## config.mk

```make
export PLATFORM = sky130hd
export DESIGN_NAME = arith_req_scheduler
export DESIGN_NICKNAME = d
export VERILOG_FILES = /design/src/rtl/arith_sched_pkg.sv /design/src/rtl/rr_arbiter.sv /design/src/rtl/arith_req_scheduler.sv
export SDC_FILE = /design/constraint.sdc
export NUM_CORES = 1
export LEC_CHECK = 0
export ABC_CLOCK_PERIOD_IN_PS = 5900
export CAP_MARGIN = 20
export CORE_AREA = 2 2 165 167
export CTS_CLUSTER_DIAMETER = 150
export DETAILED_ROUTE_END_ITERATION = 8
export DIE_AREA = 0 0 167 169
export GPL_ROUTABILITY_DRIVEN = 0
export SYNTH_ARGS = -nofsm -noshare
export SYNTH_HDL_FRONTEND = slang
export SYNTH_HIERARCHICAL = 1
export SYNTH_SLANG_ARGS = --single-unit
```

## constraint.sdc

```tcl
create_clock -name clk -period 5.9 [get_ports clk]
set_clock_uncertainty 0.05 [all_clocks]
set_input_delay 0.59 -clock clk [delete_from_list [all_inputs] [get_ports clk]]
set_output_delay 0.59 -clock clk [all_outputs]
set_load 0.03 [all_outputs]
```

## src/rtl/arith_sched_pkg.sv

```systemverilog
// Shared definitions for the arithmetic request scheduler and the arithmetic unit it feeds.
package arith_sched_pkg;

    localparam logic [1:0] ST_IDLE = 2'd0;
    localparam logic [1:0] ST_EXEC = 2'd1;
    localparam logic [1:0] ST_RESP = 2'd2;

    typedef enum logic [1:0] {
        IDLE = ST_IDLE,
        EXEC = ST_EXEC,
        RESP = ST_RESP
    } state_e;

    localparam logic [3:0] OP_ADD = 4'd0;
    localparam logic [3:0] OP_SUB = 4'd1;
    localparam logic [3:0] OP_DIV = 4'd2;
    localparam logic [3:0] OP_NEG = 4'd3;

    localparam int STAT_ERROR      = 3;
    localparam int STAT_NOT_EVEN_1 = 2;
    localparam int STAT_ZEROS      = 1;
    localparam int STAT_OVERFLOW   = 0;

endpackage

```

## src/rtl/rr_arbiter.sv

```systemverilog
// Combinational round-robin pick: first asserted request at or after the pointer,
// wrapping to the lowest index when nothing at or above the pointer is requesting.
module rr_arbiter #(
    parameter int N  = 4,
    parameter int IW = $clog2(N)
) (
    input  logic [N-1:0]  req_i,
    input  logic [IW-1:0] ptr_i,
    output logic [N-1:0]  gnt_o,
    output logic [IW-1:0] idx_o,
    output logic          any_o
);

    logic [IW-1:0] hi_idx, lo_idx;
    logic          hi_any, lo_any;

    always_comb begin
        hi_any = 1'b0;
        hi_idx = '0;
        lo_any = 1'b0;
        lo_idx = '0;
        // descending scan so the lowest qualifying index is the one left standing
        for (int k = N - 1; k >= 0; k--) begin
            if (req_i[k]) begin
                lo_any = 1'b1;
                lo_idx = IW'(k);
            end
            if (req_i[k] && (k >= int'(ptr_i))) begin
                hi_any = 1'b1;
                hi_idx = IW'(k);
            end
        end
        idx_o = hi_any ? hi_idx : lo_idx;
        any_o = lo_any;
        gnt_o = '0;
        if (lo_any) gnt_o[idx_o] = 1'b1;
    end

endmodule

```

## src/rtl/arith_req_scheduler.sv

```systemverilog
// Round-robin scheduler sharing one arithmetic unit between N_REQ requesters,
// one request in flight at a time: IDLE -> EXEC (LAT+1 cycles) -> RESP -> IDLE.
module arith_req_scheduler
    import arith_sched_pkg::*;
#(
    parameter int M     = 32,
    parameter int N_REQ = 4,
    parameter int LAT   = 1
) (
    input  logic               clk,
    input  logic               i_reset,
    input  logic [N_REQ-1:0]   i_req_valid,
    input  logic [4*N_REQ-1:0] i_req_op,
    input  logic [M*N_REQ-1:0] i_req_a,
    input  logic [M*N_REQ-1:0] i_req_b,
    output logic [N_REQ-1:0]   o_req_ready,
    output logic [N_REQ-1:0]   o_rsp_valid,
    output logic [M-1:0]       o_rsp_result,
    output logic [3:0]         o_rsp_status,
    input  logic [N_REQ-1:0]   i_rsp_ready,
    output logic [M-1:0]       o_unit_a,
    output logic [M-1:0]       o_unit_b,
    output logic [3:0]         o_unit_op,
    input  logic [M-1:0]       i_unit_result,
    input  logic [3:0]         i_unit_status,
    output logic               o_busy
);

    localparam int IW = $clog2(N_REQ);
    localparam int CW = $clog2(LAT + 1) + 1;

    logic [3:0]   req_op [N_REQ];
    logic [M-1:0] req_a  [N_REQ];
    logic [M-1:0] req_b  [N_REQ];

    for (genvar g = 0; g < N_REQ; g++) begin : g_slice
        assign req_op[g] = i_req_op[4*g +: 4];
        assign req_a[g]  = i_req_a[M*g +: M];
        assign req_b[g]  = i_req_b[M*g +: M];
    end

    state_e             state_q, state_d;
    logic [IW-1:0]      ptr_q, ptr_d;
    logic [IW-1:0]      grant_q, grant_d;
    logic [CW-1:0]      cnt_q, cnt_d;
    logic [M-1:0]       unit_a_q, unit_a_d;
    logic [M-1:0]       unit_b_q, unit_b_d;
    logic [3:0]         unit_op_q, unit_op_d;
    logic [N_REQ-1:0]   rsp_valid_q, rsp_valid_d;
    logic [M-1:0]       rsp_result_q, rsp_result_d;
    logic [3:0]         rsp_status_q, rsp_status_d;

    logic [N_REQ-1:0]   arb_gnt;
    logic [IW-1:0]      arb_idx;
    logic               arb_any;

    rr_arbiter #(.N(N_REQ)) u_arb (
        .req_i (i_req_valid),
        .ptr_i (ptr_q),
        .gnt_o (arb_gnt),
        .idx_o (arb_idx),
        .any_o (arb_any)
    );

    always_comb begin
        state_d      = state_q;
        ptr_d        = ptr_q;
        grant_d      = grant_q;
        cnt_d        = cnt_q;
        unit_a_d     = unit_a_q;
        unit_b_d     = unit_b_q;
        unit_op_d    = unit_op_q;
        rsp_valid_d  = rsp_valid_q;
        rsp_result_d = rsp_result_q;
        rsp_status_d = rsp_status_q;
        case (state_q)
            IDLE: begin
                if (arb_any) begin
                    unit_a_d  = req_a[arb_idx];
                    unit_b_d  = req_b[arb_idx];
                    unit_op_d = req_op[arb_idx];
                    grant_d   = arb_idx;
                    cnt_d     = '0;
                    state_d   = EXEC;
                end
            end
            EXEC: begin
                if (cnt_q == CW'(LAT)) begin
                    rsp_result_d         = i_unit_result;
                    rsp_status_d         = i_unit_status;
                    rsp_valid_d          = '0;
                    rsp_valid_d[grant_q] = 1'b1;
                    state_d              = RESP;
                end else begin
                    cnt_d = cnt_q + CW'(1);
                end
            end
            RESP: begin
                // only the grantee's ready matters; the others are ignored
                if (i_rsp_ready[grant_q]) begin
                    rsp_valid_d = '0;
                    ptr_d       = (grant_q == IW'(N_REQ - 1)) ? '0 : grant_q + IW'(1);
                    state_d     = IDLE;
                end
            end
            default: state_d = IDLE;
        endcase
    end

    always_ff @(posedge clk or negedge i_reset) begin
        if (!i_reset) begin
            state_q      <= IDLE;
            ptr_q        <= '0;
            grant_q      <= '0;
            cnt_q        <= '0;
            unit_a_q     <= '0;
            unit_b_q     <= '0;
            unit_op_q    <= '0;
            rsp_valid_q  <= '0;
            rsp_result_q <= '0;
            rsp_status_q <= '0;
        end else begin
            state_q      <= state_d;
            ptr_q        <= ptr_d;
            grant_q      <= grant_d;
            cnt_q        <= cnt_d;
            unit_a_q     <= unit_a_d;
            unit_b_q     <= unit_b_d;
            unit_op_q    <= unit_op_d;
            rsp_valid_q  <= rsp_valid_d;
            rsp_result_q <= rsp_result_d;
            rsp_status_q <= rsp_status_d;
        end
    end

    // ready is held low while reset is asserted so every output reads zero then
    assign o_req_ready  = (state_q == IDLE && i_reset) ? arb_gnt : '0;
    assign o_rsp_valid  = rsp_valid_q;
    assign o_rsp_result = rsp_result_q;
    assign o_rsp_status = rsp_status_q;
    assign o_unit_a     = unit_a_q;
    assign o_unit_b     = unit_b_q;
    assign o_unit_op    = unit_op_q;
    assign o_busy       = (state_q != IDLE);

endmodule
```

==> flow_summary.ini <==
[power]
power_frac_clock = 0.183
p_sw_frac = 0.389
p_switching_uw = 2330
p_per_area_mw_per_mm2 = 516
p_comb_frac = 0.573
ir_drop_mv = 0.277
power_frac_seq = 0.244
p_leak_uw = 0.00450
finalPower_uw = 5970
internal_power_uw = 3650

[yosys]
synth_top_area_share = 0.456
synth_mux_area_frac = 0.441
synth_compound_area_frac = 0.0302
yosys_most_used_dff = dfrtp_1
synth.most_common_cell = dfrtp_1
synth_fa_ha_area_frac = 0.00982
synth_area_leaders = dfrtp_1, mux4_2, mux2_2
ys_seq_area_frac = 0.456
yosysWarnings = 6
synth_cell_types = 34
netlist_top_cells_count = dfrtp_1, mux2_2, mux4_2, buf_2, inv_1
synthArstFlopShare = 1.00
synthXorXnorAreaFrac = 0
synth_simple_gate_area_frac = 0.0240
synth.largest_area_cell = dfrtp_1
synth_top_family_by_area = multiplexers
synth_edf_count = 0
ys_ff_latch = 116
synth_fp_nets = 724
avgSynthCellArea_sq_um = 15.9
syn_inst = 401
synthesis.area_sq_mm = 0.00637

[final_layout]
multiInputGateArea_sq_mm = 0.00324
area_growth_pct = 81.9
antenna_cells = 0
stdcell_area_sq_mm = 0.0116
nets = 1146
layout.area.seq_sq_mm = 0.00290
n_fill_cell = 2479
layout-drive-gt1-share = 0.263

[grt]
gr-total-overflow = 0
grt_usage = 0.165
grt_pass1_wl_mm = 35.2
antenna_found_initial = 0
grt_max_degree = 70
first_global_vias = 5755

[detailed_routing]
drtPass1Iterations = 6
drt_iter0_drc = 220
drcViolationCount = 0
ant_nets = 0
vias = 5309
wl_per_cell_um = 19.5
routed_wl_mm = 23.0
viasPerCell = 4.51

[clock_network]
worstSkewPairLatency_ps = 410
hold_buffers = 0
cts_htree_levels = 4
cts.reportedPaths.clkPinSlew_ps = 60
cts-buffers-inserted = 17
cts_sinks = 116
cts-resized-gates = 0
post_cts.repair.setup_buffers = 0
clk_path_buf_depth = 2
cts_tree = done
cts_root_buf = clkbuf_16

[outcome]
status = finished clean

[placed_design]
dp_hpwl_mm = 18.1
post_dp_cell_area_sq_mm = 0.0110
io_buffers = 430

[floorplan]
dieHeight_um = 169
ioPinCount = 431
row_count = 60
coreArea_sq_mm = 0.0265
die_w_um = 167
initial_utilization = 0.240
dieArea_sq_mm = 0.0282

[sta]
hold_violations = 0
maxClockFrequency_mhz = 311
tns_ps = 0
slew_headroom = 0.330
rsz0062_at_grt = no
finalMaxSlewViolations = 0
finalSetupViolCount = 0
worst_pin_slew_ps = 1000
fin_crit_ps = 3210
period_share = 0.544

[min_path]
hold_path.class = in2async

[setup_path]
crit_fanout = 8
worst_ep_required_time_ps = 5260
critical_path_class = in2out
worstPathArrival_ps = 2570
crit_path_end_kind = output pin
startpoint_type = input pin

[run]
drv_cap = 0
-- layout make-up --
| cell class | instances | area share |
|---|---|---|
| Clock inverter | 14 | 0.0152 |
| Sequential cell | 116 | 0.250 |
| Tap cell | 341 | 0.0368 |
| Inverter | 11 | 0.00356 |
| Timing Repair Buffer | 436 | 0.376 |
| Multi-Input combinational cell | 241 | 0.280 |
| Clock buffer | 18 | 0.0379 |
-- registers in the layout (all words and copies together) (netlist names) --
register / flops
state_q: 2
grant_q: 2
o_unit_b: 32
o_unit_op: 4
o_unit_a: 32
o_rsp_status: 4
ptr_q: 2
cnt_q: 2
o_rsp_result: 32
o_rsp_valid: 4
-- per-layer routing --
layer	routed length, um	vias up	global-route usage
met4	461	0	0.0506
met1	9320	2642	0.200
met2	11500	243	0.281
met5	0	-	0
met3	1700	22	0.0521
li1	-	2402	-
-- metrics by stage --
step                      utilization  instances  hold WS, ps  setup WS [ps]
after global routing            0.437       1177          413           2520
after floorplan                     -        401          244           3340
after CTS                       0.437       1177          403           2660
after global placement          0.414       1145          437           2550
final                           0.437       1177          365           2690
after detailed placement        0.414       1145          441           2470
-- worst max-delay path, stage by stage --
cell and delay [ps]:
clkdlybuf4s50_1 610, nor2_1 220, o21ai_0 90, a21boi_0 160, and3_1 180, clkdlybuf4s50_1 720
-- power groups by stage --
stage / clock network, uW / logic (uW) / registers, uW
2_1_floorplan: 0 / 1440 / 2190
3_3_place_gp: 0 / 3460 / 1460
3_5_place_dp: 0 / 3490 / 1480
4_1_cts: 1130 / 3490 / 1460
5_1_grt: 1170 / 3630 / 1520
6_report: 1090 / 3430 / 1460
-- cells by family after synthesis --
kind of cell	Yosys count
buffers and inverters	44
adder cells (fa/ha/maj)	5
AND/OR/NAND/NOR	30
AO/OA/AOI/OAI	27
flip-flops	116
multiplexers	179
-- cell usage in the layout (no fill, tap or decap), types with 2 or more instances in the layout --
cell / count
a21oi_1: 6
a221oi_4: 2
and3_1: 4
buf_4: 6
bufinv_16: 3
clkbuf_16: 17
clkdlybuf4s50_1: 429
clkinv_2: 2
clkinv_4: 4
clkinvlp_4: 2
dfrtp_1: 116
ha_1: 5
inv_1: 11
inv_6: 3
mux2_2: 99
mux2_4: 9
mux2i_1: 3
mux4_2: 68
nand2_1: 10
nand2b_1: 2
nand3b_1: 2
nor2_1: 7
o211a_1: 2
o21ai_0: 6
o21bai_1: 2
o22ai_1: 4
-- path summary, 6_finish.rpt --
path                                          startpoint                       end  slack (ps)  cells after the start
worst max-delay path                      i_req_valid[0]            o_req_ready[2]        2690                      6
worst min-delay path                             i_reset  o_unit_b[11]$_DFFE_PN0P_         360                      2
worst max register to register      ptr_q[0]$_DFFE_PN0P_   o_unit_b[6]$_DFFE_PN0P_        3020                      6
worst min register to register  o_unit_a[27]$_DFFE_PN0P_  o_unit_a[27]$_DFFE_PN0P_         450                      1
max in group asynchronous                        i_reset      cnt_q[0]$_DFFE_PN0P_        4080                      3
min in group clk                o_unit_a[27]$_DFFE_PN0P_  o_unit_a[27]$_DFFE_PN0P_         450                      1
Note: power is estimated with default switching activity, not from simulation.
